`config.mk`:
```
export PLATFORM = sky130hd
export DESIGN_NAME = seg7_scan_decoder
export DESIGN_NICKNAME = d
export VERILOG_FILES = /design/src/rtl/seg7_scan_decoder.sv
export SDC_FILE = /design/constraint.sdc
export NUM_CORES = 1
export LEC_CHECK = 0
export CAP_MARGIN = 0
export CORE_MARGIN = 8
export CORE_UTILIZATION = 53
export CTS_CLUSTER_DIAMETER = 40
export DETAILED_ROUTE_END_ITERATION = 10
export PLACE_DENSITY = 0.76
export SKIP_LAST_GASP = 1
export SLEW_MARGIN = 30
export SYNTH_ARGS = -nofsm -noshare
export SYNTH_HDL_FRONTEND = slang
export SYNTH_SLANG_ARGS = --single-unit
export TNS_END_PERCENT = 5
```
`constraint.sdc`:
```
create_clock -name Clk -period 2.8 [get_ports Clk]
set_input_delay 0.28 -clock Clk [delete_from_list [all_inputs] [get_ports Clk]]
set_output_delay 0.28 -clock Clk [all_outputs]
set_load 0.005 [all_outputs]
```
`src/rtl/seg7_scan_decoder.sv`:
```
// seg7_scan_decoder: recovers a 16-bit hex frame from a scanned, active-low
// seven-segment display bus (4 anodes, 7 cathodes, BASYS3 layout).
// Each digit must hold still for SETTLE_CYCLES before it is captured and decoded.
// Four valid captures make a frame. Value changes only when a frame completes.
// Optional build macro SEG7_DEC_ONLY_EN: when defined, patterns A..F are
// rejected as undecodable (BCD displays); the blank pattern stays valid.
module seg7_scan_decoder #(
    parameter int SETTLE_CYCLES  = 16,
    parameter int TIMEOUT_CYCLES = 65535,
    parameter int CNT_W          = 16
) (
    input  logic        Clk,
    input  logic        Reset_n,
    input  logic [3:0]  An,
    input  logic [6:0]  Seg,
    output logic [15:0] Value,
    output logic        FrameValid,
    output logic [3:0]  DigitValid,
    output logic [3:0]  Blank,
    output logic        PatternErr
);

    typedef enum logic [0:0] {ST_IDLE = 1'b0, ST_COLLECT = 1'b1} state_t;

    localparam logic [CNT_W-1:0] SETTLE_MAX = CNT_W'(SETTLE_CYCLES);
    localparam logic [CNT_W-1:0] SETTLE_PRE = CNT_W'(SETTLE_CYCLES - 1);
    localparam logic [CNT_W-1:0] TMO_LAST   = CNT_W'(TIMEOUT_CYCLES - 1);

    // Decode result layout: [5] decodable, [4] blank, [3:0] nibble.
    // Pattern p is {a,b,c,d,e,f,g}, active low.
    function automatic logic [5:0] f_decode(input logic [6:0] p);
        logic [5:0] r;
        case (p)
            7'h01:   r = 6'b10_0000;
            7'h4F:   r = 6'b10_0001;
            7'h12:   r = 6'b10_0010;
            7'h06:   r = 6'b10_0011;
            7'h4C:   r = 6'b10_0100;
            7'h24:   r = 6'b10_0101;
            7'h20:   r = 6'b10_0110;
            7'h0F:   r = 6'b10_0111;
            7'h00:   r = 6'b10_1000;
            7'h04:   r = 6'b10_1001;
`ifndef SEG7_DEC_ONLY_EN
            7'h08:   r = 6'b10_1010;
            7'h60:   r = 6'b10_1011;
            7'h31:   r = 6'b10_1100;
            7'h42:   r = 6'b10_1101;
            7'h30:   r = 6'b10_1110;
            7'h38:   r = 6'b10_1111;
`endif
            7'h7F:   r = 6'b11_0000;
            default: r = 6'b00_0000;
        endcase
        return r;
    endfunction

    logic [3:0]       r_an_s1, r_an_s2, r_an_prev;
    logic [6:0]       r_seg_s1, r_seg_s2, r_seg_prev;
    logic [CNT_W-1:0] r_settle;
    logic [CNT_W-1:0] r_tmo;
    state_t           r_state;
    logic [3:0]       r_mask;
    logic [15:0]      r_shadow;
    logic [15:0]      r_value;
    logic             r_frame_valid;
    logic [3:0]       r_digit_valid;
    logic [3:0]       r_blank;
    logic             r_pattern_err;
    logic             r_pend;
    logic [1:0]       r_pend_digit;
    logic [5:0]       r_pend_dec;

    logic             w_same;
    logic             w_capture;
    logic             w_qual;
    logic [1:0]       w_digit;
    logic [6:0]       w_pat;
    logic [5:0]       w_dec;
    logic             w_cap;
    logic             w_src_vld;
    logic [1:0]       w_src_digit;
    logic [5:0]       w_src_dec;

    // Two-flop synchronisers on the anode and cathode lines.
    always_ff @(posedge Clk or negedge Reset_n) begin
        if (!Reset_n) begin
            r_an_s1  <= 4'hF;
            r_an_s2  <= 4'hF;
            r_seg_s1 <= 7'h7F;
            r_seg_s2 <= 7'h7F;
        end else begin
            r_an_s1  <= An;
            r_an_s2  <= r_an_s1;
            r_seg_s1 <= Seg;
            r_seg_s2 <= r_seg_s1;
        end
    end

    assign w_same    = ({r_an_s2, r_seg_s2} == {r_an_prev, r_seg_prev});
    assign w_capture = w_same && (r_settle == SETTLE_PRE);

    // Settle counter: restarts on any change and saturates so each stable interval captures once.
    always_ff @(posedge Clk or negedge Reset_n) begin
        if (!Reset_n) begin
            r_an_prev  <= 4'hF;
            r_seg_prev <= 7'h7F;
            r_settle   <= '0;
        end else begin
            r_an_prev  <= r_an_s2;
            r_seg_prev <= r_seg_s2;
            if (!w_same) begin
                r_settle <= '0;
            end else if (r_settle != SETTLE_MAX) begin
                r_settle <= r_settle + CNT_W'(1);
            end else begin
                r_settle <= r_settle;
            end
        end
    end

    // A capture is only meaningful with exactly one anode driven low.
    always_comb begin
        w_qual  = 1'b0;
        w_digit = 2'd0;
        case (r_an_s2)
            4'b1110: begin w_qual = 1'b1; w_digit = 2'd0; end
            4'b1101: begin w_qual = 1'b1; w_digit = 2'd1; end
            4'b1011: begin w_qual = 1'b1; w_digit = 2'd2; end
            4'b0111: begin w_qual = 1'b1; w_digit = 2'd3; end
            default: begin w_qual = 1'b0; w_digit = 2'd0; end
        endcase
    end

    assign w_pat = {r_seg_s2[0], r_seg_s2[1], r_seg_s2[2], r_seg_s2[3],
                    r_seg_s2[4], r_seg_s2[5], r_seg_s2[6]};
    assign w_dec = f_decode(w_pat);
    assign w_cap = w_capture & w_qual;

    // In IDLE a capture deferred by frame completion takes priority over a live one.
    always_comb begin
        w_src_vld   = 1'b0;
        w_src_digit = 2'd0;
        w_src_dec   = 6'd0;
        if (r_pend) begin
            w_src_vld   = 1'b1;
            w_src_digit = r_pend_digit;
            w_src_dec   = r_pend_dec;
        end else begin
            w_src_vld   = w_cap;
            w_src_digit = w_digit;
            w_src_dec   = w_dec;
        end
    end

    // Frame collection FSM with registered outputs.
    always_ff @(posedge Clk or negedge Reset_n) begin
        if (!Reset_n) begin
            r_state       <= ST_IDLE;
            r_mask        <= 4'b0000;
            r_shadow      <= 16'h0000;
            r_value       <= 16'h0000;
            r_frame_valid <= 1'b0;
            r_digit_valid <= 4'b0000;
            r_blank       <= 4'b0000;
            r_pattern_err <= 1'b0;
            r_tmo         <= '0;
            r_pend        <= 1'b0;
            r_pend_digit  <= 2'd0;
            r_pend_dec    <= 6'd0;
        end else begin
            r_frame_valid <= 1'b0;
            r_pattern_err <= 1'b0;
            r_pend        <= 1'b0;
            case (r_state)
                ST_IDLE: begin
                    r_tmo <= '0;
                    if (w_src_vld) begin
                        if (w_src_dec[5]) begin
                            r_shadow[{w_src_digit, 2'b00} +: 4] <= w_src_dec[3:0];
                            r_digit_valid[w_src_digit]          <= 1'b1;
                            r_blank[w_src_digit]                <= w_src_dec[4];
                            r_mask                              <= 4'b0001 << w_src_digit;
                            r_state                             <= ST_COLLECT;
                        end else begin
                            r_pattern_err              <= 1'b1;
                            r_digit_valid[w_src_digit] <= 1'b0;
                        end
                    end else begin
                        r_state <= ST_IDLE;
                    end
                end
                ST_COLLECT: begin
                    if (r_mask == 4'b1111) begin
                        // Completion wins; a coincident capture is replayed in IDLE.
                        r_value       <= r_shadow;
                        r_frame_valid <= 1'b1;
                        r_mask        <= 4'b0000;
                        r_tmo         <= '0;
                        r_state       <= ST_IDLE;
                        if (w_cap) begin
                            r_pend       <= 1'b1;
                            r_pend_digit <= w_digit;
                            r_pend_dec   <= w_dec;
                        end else begin
                            r_pend <= 1'b0;
                        end
                    end else if (w_cap) begin
                        r_tmo <= '0;
                        if (w_dec[5]) begin
                            r_shadow[{w_digit, 2'b00} +: 4] <= w_dec[3:0];
                            r_digit_valid[w_digit]          <= 1'b1;
                            r_blank[w_digit]                <= w_dec[4];
                            r_mask                          <= r_mask | (4'b0001 << w_digit);
                        end else begin
                            r_pattern_err          <= 1'b1;
                            r_digit_valid[w_digit] <= 1'b0;
                            r_mask                 <= 4'b0000;
                            r_state                <= ST_IDLE;
                        end
                    end else if (r_tmo == TMO_LAST) begin
                        r_mask        <= 4'b0000;
                        r_digit_valid <= 4'b0000;
                        r_blank       <= 4'b0000;
                        r_tmo         <= '0;
                        r_state       <= ST_IDLE;
                    end else begin
                        r_tmo <= r_tmo + CNT_W'(1);
                    end
                end
                default: begin
                    r_state <= ST_IDLE;
                    r_mask  <= 4'b0000;
                    r_tmo   <= '0;
                end
            endcase
        end
    end

    assign Value      = r_value;
    assign FrameValid = r_frame_valid;
    assign DigitValid = r_digit_valid;
    assign Blank      = r_blank;
    assign PatternErr = r_pattern_err;

endmodule

```
* Word level (Yosys, flattened, before mapping) *
Cells that the tools add are included.

word-level totals
  bits in registers = 121
  bits in latches = 0
  bits in writable memories = 0
  ROM bits = 0
  input bits = 13
  output and inout port bits = 26
  logic and storage cells = 150
  memories kept = 0

operators by class
  add/subtract/negate cells = 4
  $mul = 0
  divide/modulo/power cells = 0
  magnitude comparators = 4
  equal/unequal tests = 34
  shift operators = 6
  mux-type cells = 63
  bitwise gates (word level) = 9
  reductions and logical operators = 11

operators with widths
  operator                                                count
  two-way mux 16 bit                                      10
  one-hot mux 6 bit (17 select lines)                     1
  two-way mux 4 bit                                       16
  one-hot mux 16 bit (2 select lines)                     2
  == test 7 x 6 -> 1 bit, second input constant           5
  == test 7 bit, second input constant                    5
  adder 16 x 1 -> 16 bit, second input constant           2
  bitwise mux 16 bit                                      2
  variable shift 4 x 6 -> 16 bit, first input constant    2
  indexed part select 4 x 6 -> 16 bit                     2
  one-hot mux 4 bit (2 select lines)                      3
  two-way mux 1 bit                                       20
  == test 16 bit, second input constant                   1
  == test 16 x 4 -> 1 bit, second input constant          1
  == test 4 bit, second input constant                    4
  inequality test 16 x 5 -> 1 bit, second input constant  1
  == test 7 x 3 -> 1 bit, second input constant           2
  == test 7 x 4 -> 1 bit, second input constant           2
  negator 4 -> 6 bit                                      2
  bitwise OR 4 bit                                        3
  == test 11 bit                                          1
  AND reduction 5 bit                                     2
  AND reduction 3 bit                                     3
  bitwise AND 4 bit                                       2
  24 further kinds                                        37

* Depth between registers and ports, before layout *
Gate-level depths: netlist of run 1.

  depth after elaboration = 12
  mapped depth = 11
  gate-level depth less buffers = 11

* Worst setup path after synthesis of run 1 *
OpenSTA, ideal clock, no wires.

  path kind = reg2reg
  start point = register r_an_s2[3]
  end point = register r_shadow[12]
  library setup time = 0.064 ns
  arrival = 2.638 ns
  data required time = 2.736 ns
  slack = 0.097 ns
  cell stages (with the launch flop) = 11
  path buffers = 0
  period minus slack after synthesis = 2.703 ns
  cells stage by stage = dfstp_2 xor2_1 nand3_1 inv_1 a21boi_0 inv_1 ha_1 nand2b_1 or4b_2 o22ai_1 mux2_2

between the ends
  longest elaborated chain between the ends = 9
  elaborated cells on any way between the ends = 29
  classes of those cells = 2 x add/sub; 7 x eq/ne; 4 x shift; 12 x mux; 1 x bitwise; 3 x reduce/logical

ends and longest elaborated chain
  item                                                               RTL line  source
  start: declaration                                                 58        logic [3:0] r_an_s1, r_an_s2, r_an_prev;
  start signal: assignment                                           94        r_an_s2 <= r_an_s1;
  == test 4 x 3 -> 1 bit or == test 4 bit (tied branches)            126       case (r_an_s2)
  one-hot mux 2 bit (3 select lines) (*)                             126
  net w_digit[0]                                                     77        logic [1:0] w_digit;
  negator 4 -> 6 bit or two-way mux 2 bit (tied branches)            211, 145
  indexed part select 4 x 6 -> 16 bit, or another cell as far along  211       r_shadow[{w_digit, 2'b00} +: 4] <= w_dec[3:0];
  bitwise mux 16 bit, or another cell as far along                   211
  two-way mux 16 bit or bitwise mux 16 bit (tied branches)           210, 180
  two-way mux 16 bit (on tied branches)                              208, 179
  two-way mux 16 bit (on tied branches)                              194, 178
  one-hot mux 16 bit (2 select lines) (*)                            175       case (r_state)
  end signal: indexed assignment                                     180       r_shadow[{w_src_digit, 2'b00} +: 4] <= w_src_dec[3:0];
  end signal: indexed assignment                                     211
  end: declaration                                                   64        logic [15:0] r_shadow;

Mark *: on every way through the listed nets, which the timed path passes. The rest lies on a longest branch. The select of a mux whose other input is x is not followed.
A chain may end at the register's enable or synchronous reset.

* Worst setup path in the final report of run 1 *
  start point = register r_settle[1]
  end point = register r_blank[0], in the netlist Blank[0]

between the ends
  longest elaborated chain between the ends = 6
  elaborated cells on any way between the ends = 11
  classes of those cells = 4 x eq/ne; 4 x mux; 1 x bitwise; 2 x reduce/logical

ends and longest elaborated chain
  item                                                                                        RTL line  source
  start: declaration                                                                          60        logic [CNT_W-1:0] r_settle;
  start signal: assignment                                                                    115       r_settle <= r_settle + CNT_W'(1);
  start signal: assignment                                                                    117       r_settle <= r_settle;
  == test 16 x 4 -> 1 bit (*)                                                                 101       assign w_capture = w_same && (r_settle == SETTLE_PRE);
  logical AND 1 bit (*)                                                                       101
  bitwise AND 1 bit (*)                                                                       138       assign w_cap = w_capture & w_qual;
  two-way mux 1 bit or two-way mux 4 bit (tied branches)                                      145, 208
  inequality test 2 bit (no source line) or two-way mux 4 bit (tied branches)                 --
  AND reduction 5 bit (no source line) or one-hot mux 4 bit (2 select lines) (tied branches)  --
  end signal: indexed assignment                                                              182       r_blank[w_src_digit] <= w_src_dec[4];
  end signal: indexed assignment                                                              213       r_blank[w_digit] <= w_dec[4];
  end: declaration                                                                            68        logic [3:0] r_blank;

Every way passes the cells marked *; elsewhere a longest branch is shown, timed or not. The select of a mux whose other input is x is not followed.

==> reports/metrics.csv, run 1 <==
stage,metric,value,unit
drt,drt-wirelength-per-cell,16.2,um
global_route,grt_pass1_wl,21900,um
timing,finalCritPeriodShare,98.2,%
timing,fin_skew,0.00736,ns
cts,h-tree-depth,4,
timing,finalSetupTns,0,ns
worst_setup_path,critPathLaunchType,flop,
synth,synth_enable_flop_cells,0,
cts,cts-root-buf,clkbuf_8,
global_route,grt_usage,18.8,%
timing,fin_crit,2.75,ns
worst_setup_path,crit_type,flop to flop,
power,p_leak,3.14,nW
drt,final_antenna_net_count,0,
synth,syn_area,5800,um^2
worst_setup_path,endpoint_kind,flop,
final_layout,diodes,0,
timing,rsz0062_at_grt,true,
placement,io_buffers,38,
cts,cts_buffer_depth,2,
placement,place_congestion,0.950,
die,initial_core_util,54.0,%
synth,synth_seq_cells,121,
power,total_power,4.03,mW
die,core,10700,um^2
synth,synth.area.top_cells,"dfrtp_1 38%, dfstp_2 15%, nand2_1 6.0%",
drt,dr.pass1.iters,5,
flow_run,maxCapViolations,0,
synth,synth_fp_nets,604,
placement,place_hpwl,8990,um
timing,holdWs,0.157,ns
worst_setup_path,worstPathArrival,3.16,ns
run_status,outcome,finished clean,
drt,num_vias,4553,
worst_setup_path,cp_max_fo,4,
placement,dp.cells,766,
synth,synth_top_cell_area_share,38.0,%
worst_setup_path,worstPathRequired,3.21,ns
die,die_y,121,um
final_layout,nFillCells,834,
power,worst_ir_drop_vdd,0.562,mV
synth,async_flop_share,100,%
global_route,grt_max_degree,66,
die,die-area,14500,um^2
synth,yosysTopAreaCell,dfrtp_1,
drt,routed_wl,13000,um
cts,clk_latency,0.53,ns
drt,drt_iter0_drc,405,
power,power_density,564,nW/um^2
synth,synth_cell_types,57,
synth,syn_inst,577,
final_layout,layout.cells.most_common,nand2_1,
drt,viasPerCell,5.68,
global_route,antenna_found_initial,0,
cts,cts_sinks,121,
final_layout,syn_to_final_growth,23.3,%
cts,cts_tree,built,
die,ioPinCount,39,
die,fp.dieW,121,um
timing,final-hold-violation-count,0,
cts,cts_buffers,17,
synth,syn_area_per_cell,10.0,um^2
final_layout,fin_cells,802,
synth,synth_flop_cell,dfrtp_1,
synth,ys_warn_count,0,
timing,final_max_slew_viol_count,0,
timing,setup_violations,0,
worst_hold_path,hold_class,primary input to flop,
final_layout,layout-drive-gt1-share,19.9,%
synth,yosysSeqAreaShare,52.9,%
die,rows,38,
timing,max_freq,364,MHz
cts,path_clk_slew,0.06,ns
global_route,grt_pass1_vias,4541,
final_layout,final_util,66.5,%
timing,worstMarginPinSlew,0.648,ns
global_route,grt-ovfl-total,0,
final_layout,fin_nets,676,
timing,relSlewSlack,56.4,%
drt,drc,0,
final_layout,final_cell_mix,"92 x nand2_1, 88 x dfrtp_1, 61 x nor2_1, 37 x clkdlybuf4s50_1, 35 x buf_4",
==> stage by stage <==
stage / setup slack, ns / area, um^2
floorplan: 0.0975 / 5800
global placement: 0.0631 / 6520
detailed placement: -0.000723 / 6520
CTS: -0.0119 / 7080
global route: -0.0801 / 7150
finish: 0.0498 / 7150
==> critical path, cell delays in order (launching register included) <==
cell and delay (ns):
dfrtp_1 0.39, ha_1 0.23, nand3_1 0.12, or3_1 0.36, a2111o_1 0.42, or2_1 0.25
o21ai_0 0.17, o21ai_1 0.16, o2111ai_1 0.15, mux2_2 0.37
==> worst paths after layout <==
kind	startpoint	to	slack (ns)	cells after the start
worst max-delay path	r_settle[1]	Blank[0]	0.05	9
worst min-delay path	An[0]	r_an_s1[0]	0.16	1
worst max register to register	r_settle[1]	Blank[0]	0.05	9
worst min register to register	r_seg_s1[1]	r_seg_s2[1]	0.35	0
max in group asynchronous	Reset_n	r_an_prev[1]	1.86	3
min in group asynchronous	Reset_n	FrameValid	0.23	2
==> power by group <==
group / leakage (nW) / switching (mW) / internal [mW]
clock: 0.274 / 0.753 / 1.27
combinational: 1.29 / 0.110 / 0.0741
sequential: 1.58 / 0.0292 / 1.79
total: 3.14 / 0.892 / 3.14
==> timing repair <==
item / in CTS / in global routing
pin swaps: 0 / 1
resized for setup: 1 / 10
hold endpoints to repair: 30 / 0
buffers inserted: 0 / 3
setup endpoints to repair: 5 / 28
hold buffers: 1 / 0
==> synth_stat cells (7+ instances only) <==
cell / count
nand2_1: 92
dfrtp_1: 88
nor2_1: 61
dfstp_2: 33
xor2_1: 32
o21ai_0: 26
nand3_1: 24
mux2_2: 21
a21oi_1: 17
o22ai_1: 17
clkbuf_1: 16
ha_1: 14
inv_1: 13
xnor2_1: 10
and3_1: 9
nand4_1: 8
nand2b_1: 7
==> kinds of logic (layout without fill, tap and decap cells) <==
| logic type | count (synthesis) | in the layout | share of synthesized area [%] |
|---|---|---|---|
| adders and majority gates | 14 | 14 | 3.02 |
| xor gates and xnor gates | 42 | 42 | 6.34 |
| AOI/OAI and AO/OA | 99 | 99 | 11.4 |
| buffers and inverters | 36 | 121 | 2.40 |
| muxes | 21 | 21 | 4.08 |
| and+or+nand+nor | 244 | 244 | 19.8 |
| DFF | 121 | 121 | 52.9 |
==> cell type report <==
| type | instances | area (um^2) | share of cell area [%] |
|---|---|---|---|
| Multi-Input combinational cell | 420 | 2630 | 36.8 |
| Timing Repair Buffer | 74 | 663 | 9.28 |
| Sequential cell | 121 | 3070 | 42.9 |
| Clock buffer | 24 | 482 | 6.74 |
| Tap cell | 140 | 175 | 2.45 |
| Inverter | 15 | 56.3 | 0.788 |
| Clock inverter | 8 | 68.8 | 0.963 |
==> per-layer routing <==
| metal | up-vias | global-route usage, % | routed length [um] |
|---|---|---|---|
| met3 | 28 | 5.87 | 656 |
| met4 | 0 | 7.73 | 257 |
| met5 | - | 0 | 0 |
| li1 | 2154 | - | - |
| met1 | 2235 | 23.4 | 5810 |
| met2 | 136 | 29.7 | 6290 |
==> state kept, by name, summed over array words and instances (netlist names), 2 cells and up, named ones only <==
| name | count |
|---|---|
| r_seg_s2 | 7 |
| r_seg_s1 | 7 |
| r_tmo | 16 |
| r_settle | 16 |
| Blank | 4 |
| r_pend_dec | 6 |
| r_pend_digit | 2 |
| Value | 16 |
| r_an_s2 | 4 |
| r_an_prev | 4 |
| r_shadow | 16 |
| r_an_s1 | 4 |
| r_mask | 4 |
| r_seg_prev | 7 |
No activity file was read; power rests on OpenSTA's default activity.
==> run 2, diff against run 1 <==
--- a/config.mk
+++ b/config.mk
@@ -6,6 +6,7 @@
 export NUM_CORES = 1
 export LEC_CHECK = 0
 export CAP_MARGIN = 0
+export CORE_ASPECT_RATIO = 0.7
 export CORE_MARGIN = 8
 export CORE_UTILIZATION = 53
 export CTS_CLUSTER_DIAMETER = 40
==> run 2 against run 1 <==
Final area up 0.61%. Power up 3.3%. Core utilization shrank 0.24 points. Routed wire length increased by 3.2%. Sequential power about the same. Non-clock buffer count down 1. Die area increased by 0.36%. Setup slack better by 0.0069 ns. Largest power group unchanged.
==> reports/metrics.csv, run 2 (synthesis gave the netlist of run 1 again) <==
stage,metric,value,unit,change
run_status,outcome,finished clean,,
drt,num_vias,4491,,-1.4%
global_route,grt_max_degree,73,,+11%
final_layout,fin_area,7190,um^2,+0.61%
placement,io_buffers,38,,unchanged
global_route,grt_pass1_wl,23100,um,+5.6%
timing,rsz0062_at_grt,true,,
drt,routed_wl,13400,um,+3.2%
cts,h-tree-depth,4,,unchanged
cts,cts_tree,built,,
drt,dr.pass1.iters,5,,unchanged
power,sequentialPowerShare,43.9,%,-1.4 points
worst_hold_path,min_to,r_seg_s1[6],,
worst_setup_path,cp_max_fo,4,,unchanged
cts,cts_buffer_depth,2,,unchanged
timing,finalCritPeriodShare,98.0,%,-0.25 points
timing,holdWs,0.271,ns,+0.114 ns
cts,cts_sinks,121,,unchanged
cts,path_clk_slew,0.05,ns,about the same
worst_setup_path,endpoint_kind,flop,,
global_route,met1_usage,25.4,%,+2.0 points
drt,viasPerCell,5.52,,-2.8%
die,ioPinCount,39,,unchanged
final_layout,final_cell_mix,"89 x nand2_1, 88 x dfrtp_1, 61 x nor2_1, 37 x clkdlybuf4s50_1, 34 x buf_4",,
timing,relSlewSlack,56.1,%,-0.28 points
worst_setup_path,r2r_slack,0.06,ns,about the same
drt,drc,0,,unchanged
worst_setup_path,crit_type,flop to flop,,
drt,final_antenna_net_count,0,,unchanged
timing,final-hold-violation-count,0,,unchanged
placement,place_congestion,0.918,,-3.3%
power,pwr-share-comb,4.4,%,-0.2 points
die,rows,32,,-16%
worst_setup_path,rr_endpoint,Blank[3],,
timing,worstMarginPinSlew,0.659,ns,+0.0111 ns
power,p_leak,3.16,nW,+0.49%
power,power_frac_clock,51.7,%,+1.5 points
global_route,grt_pass1_vias,4648,,+2.4%
global_route,grt-ovfl-total,0,,unchanged
power,p_switching,895,uW,+0.29%
drt,drt_iter0_drc,316,,-22%
die,die-area,14600,um^2,+0.36%
power,worst_ir_drop_vdd,0.522,mV,-7.1%
worst_setup_path,reg2reg_depth,9,,unchanged
timing,fin_crit,2.74,ns,-0.00691 ns
global_route,grtUsageMet2,31.1,%,+1.4 points
placement,post_dp_cell_area,6530,um^2,+0.13%
final_layout,fin_nets,675,,-0.15%
cts,cts_buffers,17,,unchanged
power,total_power,4.16,mW,+3.3%
final_layout,nFillCells,836,,+0.24%
die,core,10900,um^2,+0.98%
worst_hold_path,holdPathStages,1,,unchanged
global_route,grtUsageMet3,5.46,%,-0.42 points
worst_hold_path,min_from,Seg[6],,
worst_hold_path,hold_class,primary input to flop,,
timing,max_freq,365,MHz,+0.25%
global_route,antenna_found_initial,0,,unchanged
final_layout,layout.cells.most_common,nand2_1,,
die,fp.dieW,141,um,+17%
power,sw_frac_of_total,21.5,%,-0.66 points
worst_setup_path,r2r_start,r_settle[1],,
final_layout,diodes,0,,unchanged
worst_setup_path,worstPathRequired,3.09,ns,-0.12 ns
power,power_density,579,nW/um^2,+2.7%
global_route,grt_usage,19.7,%,+0.89 points
drt,drt-wirelength-per-cell,16.5,um,+1.7%
timing,fin_skew,0.00639,ns,-0.000972 ns
timing,setup_violations,0,,unchanged
cts,cts-root-buf,clkbuf_16,,
worst_setup_path,critPathLaunchType,flop,,
timing,final_max_slew_viol_count,0,,unchanged
worst_setup_path,worstPathArrival,3.04,ns,-0.12 ns
cts,clk_latency,0.41,ns,-0.12 ns
die,die_y,104,um,-14%
global_route,grt.busiest_layer,met2,,
final_layout,layout-drive-gt1-share,20.6,%,+0.64 points
timing,finalSetupTns,0,ns,unchanged
die,initial_core_util,53.4,%,-0.52 points
final_layout,syn_to_final_growth,24.0,%,
placement,place_hpwl,9420,um,+4.7%
power,p_int,3.27,mW,+4.2%
flow_run,maxCapViolations,0,,unchanged
run 2: cell count changes in the layout (fill, tap and decap cells not counted), moves of 2 or more:
cell,delta
nand3_2,+2
ha_1,-2
nand2_2,+3
nand2_1,-3
o21ai_1,+2
ha_2,+2
nand3_1,-2
run 2: what timing repair did:
| item | in CTS | in global routing |
|---|---|---|
| pin swaps | 0 | 2 |
| hold endpoints to repair | 45 | 0 |
| endpoints found under the setup margin | 19 | 44 |
| hold buffers | 1 | 0 |
| gates resized for setup | 1 | 15 |
| setup buffers | 0 | 3 |
run 2: per-layer routing:
metal,part of all wire (%),vias up
li1,-,2159
met1,46,2196
met2,47,115
met3,5.0,21
met4,1.4,0
met5,0,-
run 2: per-stage QoR:
| step | instances | utilization (%) | setup WS (ns) |
|---|---|---|---|
| 2_1_floorplan | 577 | - | 0.0975 |
| 3_3_place_gp | 778 | 60.2 | 0.0593 |
| 3_5_place_dp | 778 | 60.2 | -0.0113 |
| 4_1_cts | 811 | 65.7 | -0.0344 |
| 5_1_grt | 814 | 66.3 | -0.0509 |
| 6_report | 814 | 66.3 | 0.0567 |
run 2: worst max-delay path, stage by stage, from the launching register on:
cell and delay, ns:
dfrtp_1 0.40, ha_2 0.25, nand3_2 0.12, or3_1 0.36, a2111o_1 0.43, or2_1 0.24
o21ai_0 0.17, o21ai_1 0.15, o2111ai_1 0.12, mux2_2 0.37
run 2: worst max path at each step:
stage / startpoint / end / slack [ns] / cells after the start
3_3_place_gp: r_seg_s2[2] / r_shadow[14] / 0.06 / 7
5_1_grt: r_an_s2[3] / r_shadow[12] / -0.05 / 10
3_5_place_dp: r_settle[1] / r_shadow[3] / -0.01 / 8
4_1_cts: r_settle[1] / Blank[3] / -0.03 / 9
6_report: r_settle[1] / Blank[3] / 0.06 / 9
2_1_floorplan: r_an_s2[3] / r_shadow[12] / 0.1 / 10
run 2: power by group through the flow:
| stage | logic [mW] | registers (mW) | clock network [mW] |
|---|---|---|---|
| after global placement | 0.174 | 1.85 | 0 |
| final | 0.182 | 1.83 | 2.15 |
| after floorplan | 0.0948 | 1.84 | 0 |
| after CTS | 0.181 | 1.83 | 2.18 |
| after detailed placement | 0.178 | 1.86 | 0 |
| after global routing | 0.205 | 1.83 | 2.28 |
run 2: area by class of cell:
type	instances	area, um^2	area share, %
Clock buffer	23	489	6.80
Clock inverter	9	96.3	1.34
Inverter	15	56.3	0.783
Multi-Input combinational cell	420	2630	36.6
Sequential cell	121	3070	42.7
Tap cell	153	191	2.66
Timing Repair Buffer	73	656	9.12
==> run 3, diff against run 2 <==
--- a/config.mk
+++ b/config.mk
@@ -8,10 +8,11 @@
 export CAP_MARGIN = 0
 export CORE_ASPECT_RATIO = 0.7
 export CORE_MARGIN = 8
-export CORE_UTILIZATION = 53
+export CORE_UTILIZATION = 55
+export CTS_BUF_LIST = sky130_fd_sc_hd__clkbuf_2
 export CTS_CLUSTER_DIAMETER = 40
 export DETAILED_ROUTE_END_ITERATION = 10
-export PLACE_DENSITY = 0.76
+export PLACE_DENSITY = 0.78
 export SKIP_LAST_GASP = 1
 export SLEW_MARGIN = 30
 export SYNTH_ARGS = -nofsm -noshare
==> run 3 against run 2 <==
First-iteration DRC count up 5.1%. Setup slack lost 0.044 ns. Non-clock buffer count up 17. Die area fell by 3.1%. Critical path type unchanged. Highest routed layer unchanged.
==> reports/metrics.csv, run 3 (synthesis gave the netlist of run 1 again) <==
stage,metric,value,unit,change
die,initial_core_util,56.2,%,+2.8 points
worst_setup_path,critical-path-slowest-cell,dfrtp_1,,
timing,max_freq,359,MHz,-1.6%
global_route,grt-ovfl-total,0,,unchanged
global_route,grt_max_degree,80,,+9.6%
placement,preCtsSetupSlack,-0.0337,ns,-0.0224 ns
cts,cts_buffer_depth,2,,unchanged
worst_setup_path,reg2reg_depth,8,,-1
placement,io_buffers,38,,unchanged
cts,cts_buffers,17,,unchanged
worst_setup_path,cp_max_fo,4,,unchanged
placement,place_congestion,0.871,,-5.1%
worst_setup_path,r2r_slack,0.01,ns,-0.04 ns
final_layout,final_cell_mix,"92 x nand2_1, 88 x dfrtp_1, 61 x nor2_1, 40 x buf_4, 37 x clkdlybuf4s50_1",,
worst_setup_path,crit_end,Blank[0],,
die,ioPinCount,39,,unchanged
die,rows,31,,-3.1%
drt,routed_wl,12700,um,-5.6%
die,die-area,14100,um^2,-3.1%
global_route,grtUsageMet2,31.6,%,+0.42 points
timing,final_max_slew_viol_count,0,,unchanged
final_layout,diodes,0,,unchanged
drt,num_vias,4507,,+0.36%
timing,finalCritPeriodShare,99.5,%,+1.6 points
worst_setup_path,rr_endpoint,Blank[0],,
worst_setup_path,cp.depth,8,,-1
die,fp.dieW,139,um,-1.6%
global_route,grt_usage,19.2,%,-0.43 points
global_route,grt.busiest_layer,met2,,
drt,viasPerCell,5.56,,+0.85%
final_layout,syn_to_final_growth,21.0,%,
worst_setup_path,cp.buffers_inverters,0,,unchanged
drt,final_antenna_net_count,0,,unchanged
final_layout,final_util,68.0,%,+1.7 points
final_layout,fin_cells,810,,-0.49%
worst_setup_path,critical_path.top_delay_family,simple AND/OR/NAND/NOR gates,,
worst_setup_path,crit_type,flop to flop,,
timing,final-hold-violation-count,0,,unchanged
cts,h-tree-depth,4,,unchanged
cts,cts_sinks,121,,unchanged
drt,drt_iter0_drc,332,,+5.1%
global_route,grt_pass1_wl,21900,um,-5.3%
power,worst_ir_drop_vdd,0.281,mV,-46%
worst_hold_path,hold_class,primary input to asynchronous set/reset pin,,
worst_setup_path,cp_common_cell,or3_1,,
worst_setup_path,endpoint_kind,flop,,
worst_setup_path,crit_chain,or3_1 > or3_1 > a2111o_1 > or2_1 > o21ai_0 > o21ai_2 > o2111ai_1 > mux2_2,,
die,core,10300,um^2,-4.9%
power,power_density,470,nW/um^2,-19%
final_layout,nFillCells,788,,-5.7%
die,die_y,102,um,-1.6%
final_layout,fin_nets,692,,+2.5%
timing,setup_violations,0,,unchanged
timing,fin_ws,0.0128,ns,-0.0439 ns
timing,rsz0062_at_grt,true,,
flow_run,maxCapViolations,0,,unchanged
final_layout,layout.cells.most_common,nand2_1,,
timing,relSlewSlack,43.1,%,-13 points
timing,fin_skew,0.0350,ns,+0.0286 ns
timing,worstMarginPinSlew,0.854,ns,+0.195 ns
power,p_leak,3.12,nW,-1.2%
placement,place_hpwl,9200,um,-2.3%
worst_setup_path,worstPathRequired,3.38,ns,+0.29 ns
placement,dp.cells,761,,-2.2%
timing,fin_crit,2.79,ns,+0.0439 ns
timing,finalSetupTns,0,ns,unchanged
drt,drt-wirelength-per-cell,15.7,um,-5.1%
worst_setup_path,worstPathArrival,3.36,ns,+0.32 ns
cts,cts-root-buf,clkbuf_2,,
final_layout,layout-drive-gt1-share,20.5,%,-0.073 points
worst_setup_path,r2r_start,r_settle[12],,
cts,cts_tree,built,,
drt,dr.pass1.iters,5,,unchanged
worst_setup_path,critPathLaunchType,flop,,
global_route,grt_pass1_vias,4436,,-4.6%
worst_setup_path,startpoint,r_settle[12],,
global_route,grtUsageMet3,5.41,%,-0.043 points
cts,path_clk_slew,0.20,ns,+0.15 ns
drt,drc,0,,unchanged
run_status,outcome,finished clean,,
global_route,met1_usage,25.1,%,-0.35 points
worst_setup_path,cpPeakStageDelay,0.44,ns,about the same
cts,clk_latency,0.67,ns,+0.26 ns
global_route,antenna_found_initial,0,,unchanged
[run 3: cell types whose count changed in the layout (fill, tap and decap cells not counted), moves of 3 or more]
cell	delta
dlygate4sd3_1	+11
clkbuf_2	+18
clkbuf_16	-18
clkinv_2	-5
clkinv_4	+5
buf_4	+6
nand2_2	-3
nand2_1	+3
clkbuf_1	-3
[run 3: metal layers]
layer / wire (um) / vias to the layer above / share of wire (%)
met3: 604 / 12 / 4.8
met2: 5900 / 105 / 46
li1: - / 2189 / -
met4: 125 / 0 / 0.99
met1: 6060 / 2201 / 48
met5: 0 / - / 0
[run 3: stage by stage]
step	instance area [um^2]	hold slack [ns]	power (mW)
after floorplan	5800	-0.0156	1.93
after global placement	6530	0.306	2.03
after detailed placement	6530	0.324	2.03
after CTS	6950	0.0948	3.33
after global routing	7020	0.0823	3.46
final	7020	0.118	3.30
[run 3: final cells by class]
type	count	area [um^2]	area share [%]
Clock buffer	18	90.1	1.28
Clock inverter	14	198	2.82
Inverter	15	56.3	0.802
Multi-Input combinational cell	420	2630	37.4
Sequential cell	121	3070	43.7
Tap cell	132	165	2.35
Timing Repair Buffer	90	811	11.6
[run 3: how the worst min path moves through the flow]
stage | endpoint | slack [ns] | depth (start not counted)
6_report | r_pend_dec[0] | 0.12 | 2
5_1_grt | asynchronous set/reset pin | 0.08 | 2
4_1_cts | Value[4] | 0.09 | 2
3_5_place_dp | Value[10] | 0.32 | 1
2_1_floorplan | Blank[0] | -0.02 | 0
3_3_place_gp | r_pend_dec[3] | 0.31 | 1
[run 3: repair_timing]
action                                  4_1_cts  5_1_grt
hold buffers                                 12        0
buffers inserted                              0        5
hold endpoints to repair                     53        0
gates resized for setup                       2       10
endpoints found under the setup margin        9       27
[run 3: where the power goes]
| part | internal [mW] | leakage (nW) | switching, mW | total [mW] |
|---|---|---|---|---|
| registers | 1.79 | 1.58 | 0.0242 | 1.82 |
| logic | 0.0883 | 1.37 | 0.118 | 0.207 |
| clock network | 0.599 | 0.167 | 0.673 | 1.27 |
| total | 2.48 | 3.12 | 0.816 | 3.30 |
